<file path="src/rtl/hazard_stall_ctrl_pkg.sv">
// Shared MIPS decode constants, hazard timing widths and mult/div state encodings
// for the hazard/stall controller.
package mips_defs;

  localparam int unsigned REG_W = 5;
  localparam int unsigned T_W   = 2;

  localparam logic [5:0] OP_SPECIAL = 6'h00;
  localparam logic [5:0] OP_JAL     = 6'h03;
  localparam logic [5:0] OP_BEQ     = 6'h04;
  localparam logic [5:0] OP_BNE     = 6'h05;
  localparam logic [5:0] OP_ADDI    = 6'h08;
  localparam logic [5:0] OP_ADDIU   = 6'h09;
  localparam logic [5:0] OP_ANDI    = 6'h0c;
  localparam logic [5:0] OP_ORI     = 6'h0d;
  localparam logic [5:0] OP_LUI     = 6'h0f;
  localparam logic [5:0] OP_LW      = 6'h23;
  localparam logic [5:0] OP_SW      = 6'h2b;

  localparam logic [5:0] FN_JR    = 6'h08;
  localparam logic [5:0] FN_JALR  = 6'h09;
  localparam logic [5:0] FN_MFHI  = 6'h10;
  localparam logic [5:0] FN_MTHI  = 6'h11;
  localparam logic [5:0] FN_MFLO  = 6'h12;
  localparam logic [5:0] FN_MTLO  = 6'h13;
  localparam logic [5:0] FN_MULT  = 6'h18;
  localparam logic [5:0] FN_MULTU = 6'h19;
  localparam logic [5:0] FN_DIV   = 6'h1a;
  localparam logic [5:0] FN_DIVU  = 6'h1b;

  typedef enum logic [1:0] {
    MD_IDLE = 2'd0,
    MD_MULT = 2'd1,
    MD_DIV  = 2'd2
  } md_state_t;

  typedef enum logic [1:0] {
    MDC_NONE = 2'd0,
    MDC_MULT = 2'd1,
    MDC_DIV  = 2'd2,
    MDC_MOVE = 2'd3
  } md_class_t;

  // One source-vs-producer RAW check: producer result not forwardable in time.
  function automatic logic raw_hit(input logic [REG_W-1:0] src,
                                   input logic             src_used,
                                   input logic [T_W-1:0]   tuse,
                                   input logic             wr_en,
                                   input logic [REG_W-1:0] dst,
                                   input logic [T_W-1:0]   tnew);
    return src_used && wr_en && (dst != '0) && (dst == src) && (tuse < tnew);
  endfunction

endpackage

</file>
<file path="src/rtl/hazard_stall_ctrl_if.sv">
// Pipeline-register instruction/enable bundle and the stall/bubble controls
// returned to those registers.
interface hazard_stall_ctrl_if;
  logic [31:0] InstrD;
  logic [31:0] InstrE;
  logic [31:0] InstrM;
  logic        regWriteE;
  logic        regWriteM;
  logic        stallD;
  logic        bubbleE;
  logic        mdBusy;
  logic [1:0]  mdState;

  modport master (
    output InstrD, InstrE, InstrM, regWriteE, regWriteM,
    input  stallD, bubbleE, mdBusy, mdState
  );

  modport slave (
    input  InstrD, InstrE, InstrM, regWriteE, regWriteM,
    output stallD, bubbleE, mdBusy, mdState
  );
endinterface

</file>
<file path="src/rtl/hazard_stall_ctrl_instr_class_decode.sv">
// Classifies one instruction word: source/dest registers, Tnew (as seen in E),
// per-source Tuse and mult/div class.
module instr_class_decode
  import mips_defs::*;
(
  input  logic [31:0]      instr,
  output logic [REG_W-1:0] rs,
  output logic [REG_W-1:0] rt,
  output logic [REG_W-1:0] dest,
  output logic [T_W-1:0]   tnew,
  output logic [T_W-1:0]   tuse_rs,
  output logic [T_W-1:0]   tuse_rt,
  output logic             use_rs,
  output logic             use_rt,
  output md_class_t        md_class
);

  logic [5:0]       op;
  logic [5:0]       funct;
  logic [REG_W-1:0] rd;
  logic             unused_shamt;

  assign op           = instr[31:26];
  assign funct        = instr[5:0];
  assign rs           = instr[25:21];
  assign rt           = instr[20:16];
  assign rd           = instr[15:11];
  assign unused_shamt = ^instr[10:6];

  always_comb begin
    dest     = '0;
    tnew     = '0;
    tuse_rs  = '0;
    tuse_rt  = '0;
    use_rs   = 1'b0;
    use_rt   = 1'b0;
    md_class = MDC_NONE;
    case (op)
      OP_SPECIAL: begin
        dest = rd;
        tnew = T_W'(1);
        case (funct)
          FN_MULT, FN_MULTU, FN_DIV, FN_DIVU: begin
            md_class = (funct == FN_MULT || funct == FN_MULTU) ? MDC_MULT : MDC_DIV;
            use_rs   = 1'b1;
            use_rt   = 1'b1;
            tuse_rs  = T_W'(1);
            tuse_rt  = T_W'(1);
          end
          FN_MTHI, FN_MTLO: begin
            md_class = MDC_MOVE;
            use_rs   = 1'b1;
            tuse_rs  = T_W'(1);
          end
          FN_MFHI, FN_MFLO: md_class = MDC_MOVE;
          FN_JR:            use_rs = 1'b1;
          FN_JALR: begin
            // link value is PC+8, available immediately like jal
            use_rs = 1'b1;
            tnew   = '0;
          end
          default: begin
            use_rs  = 1'b1;
            use_rt  = 1'b1;
            tuse_rs = T_W'(1);
            tuse_rt = T_W'(1);
          end
        endcase
      end
      OP_LW: begin
        dest    = rt;
        tnew    = T_W'(2);
        use_rs  = 1'b1;
        tuse_rs = T_W'(1);
      end
      OP_SW: begin
        use_rs  = 1'b1;
        use_rt  = 1'b1;
        tuse_rs = T_W'(1);
        tuse_rt = T_W'(2);
      end
      OP_ADDI, OP_ADDIU, OP_ANDI, OP_ORI: begin
        dest    = rt;
        tnew    = T_W'(1);
        use_rs  = 1'b1;
        tuse_rs = T_W'(1);
      end
      OP_LUI: begin
        dest = rt;
        tnew = T_W'(1);
      end
      OP_BEQ, OP_BNE: begin
        use_rs = 1'b1;
        use_rt = 1'b1;
      end
      OP_JAL: dest = REG_W'(31);
      default: ;
    endcase
  end

endmodule

</file>
<file path="src/rtl/hazard_stall_ctrl.sv">
// Stall/bubble generation for the D/E pipeline registers: RAW hazards the
// forwarding network cannot cover plus HI/LO unit occupancy.
module hazard_stall_ctrl
  import mips_defs::*;
#(
  parameter int unsigned MULT_CYCLES = 5,
  parameter int unsigned DIV_CYCLES  = 10,
  parameter int unsigned CNT_W       = 4
) (
  input  logic               Clk,
  input  logic               Reset,
  hazard_stall_ctrl_if.slave bus
);

  logic [REG_W-1:0] rs_d, rt_d, dest_d, rs_e, rt_e, dest_e, rs_m, rt_m, dest_m;
  logic [T_W-1:0]   tnew_d, tnew_e, tnew_m_raw, tnew_m;
  logic [T_W-1:0]   tuse_rs_d, tuse_rt_d, tuse_rs_e, tuse_rt_e, tuse_rs_m, tuse_rt_m;
  logic             use_rs_d, use_rt_d, use_rs_e, use_rt_e, use_rs_m, use_rt_m;
  md_class_t        md_d, md_e, md_m;

  instr_class_decode u_dec_d (
    .instr(bus.InstrD), .rs(rs_d), .rt(rt_d), .dest(dest_d), .tnew(tnew_d),
    .tuse_rs(tuse_rs_d), .tuse_rt(tuse_rt_d), .use_rs(use_rs_d), .use_rt(use_rt_d),
    .md_class(md_d)
  );

  instr_class_decode u_dec_e (
    .instr(bus.InstrE), .rs(rs_e), .rt(rt_e), .dest(dest_e), .tnew(tnew_e),
    .tuse_rs(tuse_rs_e), .tuse_rt(tuse_rt_e), .use_rs(use_rs_e), .use_rt(use_rt_e),
    .md_class(md_e)
  );

  instr_class_decode u_dec_m (
    .instr(bus.InstrM), .rs(rs_m), .rt(rt_m), .dest(dest_m), .tnew(tnew_m_raw),
    .tuse_rs(tuse_rs_m), .tuse_rt(tuse_rt_m), .use_rs(use_rs_m), .use_rt(use_rt_m),
    .md_class(md_m)
  );

  logic unused_dec;
  assign unused_dec = ^{dest_d, tnew_d, rs_e, rt_e, tuse_rs_e, tuse_rt_e, use_rs_e,
                        use_rt_e, rs_m, rt_m, tuse_rs_m, tuse_rt_m, use_rs_m,
                        use_rt_m, md_m};

  // Decoder reports Tnew as seen in E; one stage later it is one cycle closer.
  assign tnew_m = (tnew_m_raw == '0) ? '0 : tnew_m_raw - T_W'(1);

  logic data_stall;
  assign data_stall =
      raw_hit(rs_d, use_rs_d, tuse_rs_d, bus.regWriteE, dest_e, tnew_e) |
      raw_hit(rs_d, use_rs_d, tuse_rs_d, bus.regWriteM, dest_m, tnew_m) |
      raw_hit(rt_d, use_rt_d, tuse_rt_d, bus.regWriteE, dest_e, tnew_e) |
      raw_hit(rt_d, use_rt_d, tuse_rt_d, bus.regWriteM, dest_m, tnew_m);

  md_state_t        state, state_n;
  logic [CNT_W-1:0] cnt, cnt_n;

  always_ff @(posedge Clk or posedge Reset) begin
    if (Reset) begin
      state <= MD_IDLE;
      cnt   <= '0;
    end else begin
      state <= state_n;
      cnt   <= cnt_n;
    end
  end

  // Busy window includes the entry cycle, so leave once the count has run down to 1.
  always_comb begin
    state_n = state;
    cnt_n   = cnt;
    case (state)
      MD_IDLE: begin
        if (md_e == MDC_MULT) begin
          state_n = MD_MULT;
          cnt_n   = CNT_W'(MULT_CYCLES - 1);
        end else if (md_e == MDC_DIV) begin
          state_n = MD_DIV;
          cnt_n   = CNT_W'(DIV_CYCLES - 1);
        end
      end
      MD_MULT, MD_DIV: begin
        if (cnt <= CNT_W'(1)) begin
          state_n = MD_IDLE;
          cnt_n   = '0;
        end else begin
          cnt_n = cnt - CNT_W'(1);
        end
      end
      default: begin
        state_n = MD_IDLE;
        cnt_n   = '0;
      end
    endcase
  end

  logic md_busy, md_stall, stall;
  assign md_busy  = (state != MD_IDLE) || (md_e == MDC_MULT) || (md_e == MDC_DIV);
  assign md_stall = (md_d != MDC_NONE) && md_busy;
  assign stall    = data_stall | md_stall;

  assign bus.stallD  = stall;
  assign bus.bubbleE = stall;
  assign bus.mdBusy  = md_busy;
  assign bus.mdState = state;

endmodule
</file>
<file path="src/flat_wrapper.sv">
// flat-port wrapper written by rule: the top's interface ports become plain ports
module hazard_stall_ctrl_flat import mips_defs::*;
#(
  parameter int unsigned MULT_CYCLES = 5,
  parameter int unsigned DIV_CYCLES  = 10,
  parameter int unsigned CNT_W       = 4
)
  (Clk, Reset, bus_InstrD, bus_InstrE, bus_InstrM, bus_regWriteE, bus_regWriteM, bus_stallD, bus_bubbleE, bus_mdBusy, bus_mdState);
  hazard_stall_ctrl_if bus_i ();
  input  logic Clk;
  input  logic Reset;
  input wire logic [$bits(bus_i.InstrD)-1:0] bus_InstrD;
  input wire logic [$bits(bus_i.InstrE)-1:0] bus_InstrE;
  input wire logic [$bits(bus_i.InstrM)-1:0] bus_InstrM;
  input wire logic [$bits(bus_i.regWriteE)-1:0] bus_regWriteE;
  input wire logic [$bits(bus_i.regWriteM)-1:0] bus_regWriteM;
  output wire logic [$bits(bus_i.stallD)-1:0] bus_stallD;
  output wire logic [$bits(bus_i.bubbleE)-1:0] bus_bubbleE;
  output wire logic [$bits(bus_i.mdBusy)-1:0] bus_mdBusy;
  output wire logic [$bits(bus_i.mdState)-1:0] bus_mdState;
  assign bus_i.InstrD = bus_InstrD;
  assign bus_i.InstrE = bus_InstrE;
  assign bus_i.InstrM = bus_InstrM;
  assign bus_i.regWriteE = bus_regWriteE;
  assign bus_i.regWriteM = bus_regWriteM;
  assign bus_stallD = bus_i.stallD;
  assign bus_bubbleE = bus_i.bubbleE;
  assign bus_mdBusy = bus_i.mdBusy;
  assign bus_mdState = bus_i.mdState;
  hazard_stall_ctrl #(.MULT_CYCLES(MULT_CYCLES), .DIV_CYCLES(DIV_CYCLES), .CNT_W(CNT_W)) u_core (.Clk(Clk), .Reset(Reset), .bus(bus_i));
endmodule
</file>
<file path="config.mk">
export PLATFORM = sky130hd
export DESIGN_NAME = hazard_stall_ctrl_flat
export DESIGN_NICKNAME = d
export VERILOG_FILES = /design/src/rtl/hazard_stall_ctrl_pkg.sv /design/src/rtl/hazard_stall_ctrl_if.sv /design/src/rtl/hazard_stall_ctrl_instr_class_decode.sv /design/src/rtl/hazard_stall_ctrl.sv /design/src/flat_wrapper.sv
export SDC_FILE = /design/constraint.sdc
export NUM_CORES = 1
export LEC_CHECK = 0
export CORE_MARGIN = 4
export CORE_UTILIZATION = 37
export CTS_BUF_LIST = sky130_fd_sc_hd__clkbuf_8
export DETAILED_ROUTE_END_ITERATION = 12
export HOLD_SLACK_MARGIN = 0.02
export PLACE_DENSITY_LB_ADDON = 0.2
export REMOVE_ABC_BUFFERS = 1
export SLEW_MARGIN = 20
export SYNTH_ARGS = -nofsm -noshare
export SYNTH_HDL_FRONTEND = slang
export SYNTH_SLANG_ARGS = --single-unit
</file>
<file path="constraint.sdc">
create_clock -name Clk -period 5.4 [get_ports Clk]
set_input_delay 1.62 -clock Clk [delete_from_list [all_inputs] [get_ports Clk]]
set_output_delay 1.62 -clock Clk [all_outputs]
set_load 0.03 [all_outputs]
</file>
==> summary.md <==
| Metric | Value |
|---|---|
| Outcome | `finished clean` |
| CTS Hold Bufs | `0` |
| Root Driver | `clkbuf_8` |
| Synth Area in Compound Gates | `33.0%` |
| Die area | `roughly 5400 sq um` |
| Ant. Diodes | `0` |
| Largest net degree at the start of global routing | `10` |
| Routed len/inst | `between 10 and 15 um` |
| Hold Vio Cnt, Final | `0` |
| # port buffers | `74` |
| Data arrival, critical path | `approximately 3.7 ns` |
| Vias in the first global route | `between 2000 and 2500` |
| Non-filler cells, final | `about 380` |
| Critical setup path kind | `primary input to output port` |
| Synth cell types | `55` |
| Final Cycle Share | `between 90% and 100%` |
| Total grt overflow | `0` |
| Via count | `around 2000` |
| Max Cap Viol | `0` |
| Register area | `~150 sq um` |
| Commonest cells after routing, fill and taps aside | `clkdlybuf4s50_1, buf_4, nand2_1` |
| Syn Std Cell Area | `between 1500 and 2000 sq um` |
| Final net count | `about 440` |
| Startpoint Class | `primary input` |
| Yosys warning count | `0` |
| Sequential area share after synthesis | `9.51%` |
| Fmax | `roughly 190 MHz` |
| Mapped Cells | `approximately 210` |
| Worst hold slack | `~0.54 ns` |
| Dominant cells by area after synthesis | `dfrtp_1, ha_1, xor2_1` |
| Starting density of the core | `38.9%` |
| 1st-iter DRT viols | `50` |
| CP required | `3.78 ns` |
| Overall power | `453 uW` |
| Synth Area per Inst | `approximately 7.5 sq um` |
| CTS sink cnt | `6` |
| Layout cells sized above 1 | `about a third` |
| Die W | `about 73 um` |
| Post-layout min period | `approximately 5.3 ns` |
| Placed cell count | `367` |
| Core area | `between 4000 and 5000 sq um` |
| Crit end category | `output port` |
| Synth Register Bits | `6` |
| Power density over cell area | `between 150 and 200 nW/um^2` |
| Post-synthesis xor/xnor area fraction | `under 10%` |
| Synth Area in Simple Gates | `between 30% and 40%` |
| Clock tree buffer depth | `2` |
| Commonest non-fill, non-tap cell in the layout | `clkdlybuf4s50_1` |
| Largest family of logic cells by synthesized area | `simple AND/OR/NAND/NOR gates` |
| Dpl hpwl | `~4300 um` |
| Static leakage | `0.00123 uW` |
| Detailed Route WL | `between 5000 and 6000 um` |
| Pins Over Slew Limit | `0` |
| Number of synthesized flops with an enable pin | `0` |
| Initial antenna violation count | `0` |
| Chip height | `73.3 um` |
| Area occupied by multi-input gates | `between 1500 and 2000 sq um` |
| Num ports | `~110` |
| Antenna viol nets, final | `0` |
| Mux share of post-synthesis cell area | `0%` |
| Placer Congestion | `0.836` |
| Row Count | `23` |
| HP Class | `flop to flop` |
| Clock latency on the worst-skew pair | `around 0.22 ns` |
| Global-route wire length before repair | `between 9000 and 10000 um` |
| TritonCTS buffer count | `3` |
| Async SR Flop Fraction | `100%` |
| Vias per Instance | `5.39` |
| Fillers | `~330` |
| Number of remaining DRC errors | `0` |
| Area growth syn-to-layout | `86.5%` |
| DRT Pass-1 Iters | `4` |
| Clock Pin Slew Worst Setup and Hold Paths | `0.03 ns` |
| H-tree levels | `1` |
| Synth Flop Type | `dfrtp_1` |
| CTS tree | `built` |
| Cell taking the most area after synthesis | `dfrtp_1` |
| Yosys top cell area share | `9.51%` |
| Synth Area in Adders | `6.34%` |
| CP max FO | `4` |
| GRT Util Overall | `approximately 20%` |
| Final setup viols | `0` |
| Worst VDD drop | `0.000110 V` |
| Clk_skew | `around 0.00046 ns` |
-- metal layers --
| metal | vias up | share of wire [%] | GRT usage [%] |
|---|---|---|---|
| met5 | - | 0 | 0 |
| met4 | 0 | 0.91 | 3.22 |
| li1 | 1041 | - | - |
| met2 | 60 | 50 | 38.1 |
| met3 | 6 | 6.6 | 2.46 |
| met1 | 918 | 42 | 25.3 |
-- Yosys cell counts, types with 2 or more instances --
library cell and n:
nand2b_1 9, or4_1 2, nor2_1 13, dfrtp_1 6
o32ai_1 5, xor2_1 11, a22oi_1 3, nand2_1 17
o21ai_1 2, a32oi_1 4, and4b_1 4, nor3_1 6
xnor2_1 5, nor4b_1 3, nor3b_1 5, o211ai_1 4
nor4bb_1 2, a21oi_1 12, o311ai_0 2, inv_1 15
a22o_1 2, a221oi_1 2, nor4_1 4, buf_6 2
o21ai_0 13, a21o_1 3, ha_1 8, nand4_1 4
clkbuf_1 4, nor2b_1 3, or2_2 7, o22a_2 4
o31ai_1 3
-- worst paths after layout --
kind | slack (ns) | from | cells after the start | to
worst max register to register | 3.65 | u_core.cnt[0] | 7 | u_core.cnt[3]
min in group asynchronous | 1.62 | Reset | 2 | u_core.cnt[0]
max in group asynchronous | 3.61 | Reset | 2 | u_core.cnt[2]
worst min-delay path | 0.54 | u_core.cnt[3] | 1 | u_core.cnt[3]
worst max-delay path | 0.11 | bus_InstrD[4] | 11 | bus_stallD
worst min register to register | 0.54 | u_core.cnt[3] | 1 | u_core.cnt[3]
-- where the power goes --
part / total [uW] / switching [uW] / leakage (uW) / internal [uW]
sequential: 80.0 / 16.8 / 0.0000763 / 63.2
combinational: 308 / 149 / 0.00113 / 159
clock: 65.0 / 17.3 / 0.0000216 / 47.7
-- worst max-delay path: stages --
cell	delay, ns
clkdlybuf4s50_1	0.53
nor2b_1	0.15
o21ai_1	0.07
nand2_1	0.11
buf_4	0.11
buf_4	0.10
nand2_1	0.07
a2111oi_4	0.37
a21oi_2	0.10
o2111ai_2	0.27
buf_6	0.17
-- registers in the layout, summed over array words and instances, names as in the netlist --
| register | count |
|---|---|
| u_core.bus.mdState | 2 |
| u_core.cnt | 4 |
-- through the flow --
| step | utilization (%) | setup WS, ns | TNS (ns) | cell area (sq um) |
|---|---|---|---|---|
| final | 72.6 | 0.106 | 0 | 2950 |
| after global routing | 72.6 | -0.0178 | -0.0350 | 2950 |
| after CTS | 70.8 | 0.0165 | 0 | 2870 |
| after detailed placement | 64.7 | -0.350 | -1.04 | 2630 |
| after global placement | 64.7 | -0.330 | -0.982 | 2630 |
| after floorplan | - | 0.0794 | 0 | 1530 |
-- layout make-up --
class	count	area share (%)
tap	50	2.12
multi-input combinational	183	52.7
timing repair buffer	119	36.7
sequential	6	5.10
inverter	15	1.91
clock buffer	3	1.40
-- repair_timing --
| action | in CTS | in global routing |
|---|---|---|
| pin swaps | 19 | 18 |
| endpoints found under the setup margin | 3 | 2 |
| buffers inserted | 5 | 2 |
| hold endpoints to repair | 0 | 0 |
| gates cloned | 1 | 0 |
| resized for setup | 48 | 31 |
-- cell families after synthesis --
| logic type | count (synthesis) |
|---|---|
| AND/OR/NAND/NOR | 89 |
| flip-flops | 6 |
| XOR/XNOR | 16 |
| adder cells (fa/ha/maj) | 8 |
| buffers and inverters | 22 |
| AO/OA/AOI/OAI | 69 |
| other | 1 |
Power figures use the tool's default switching activity.
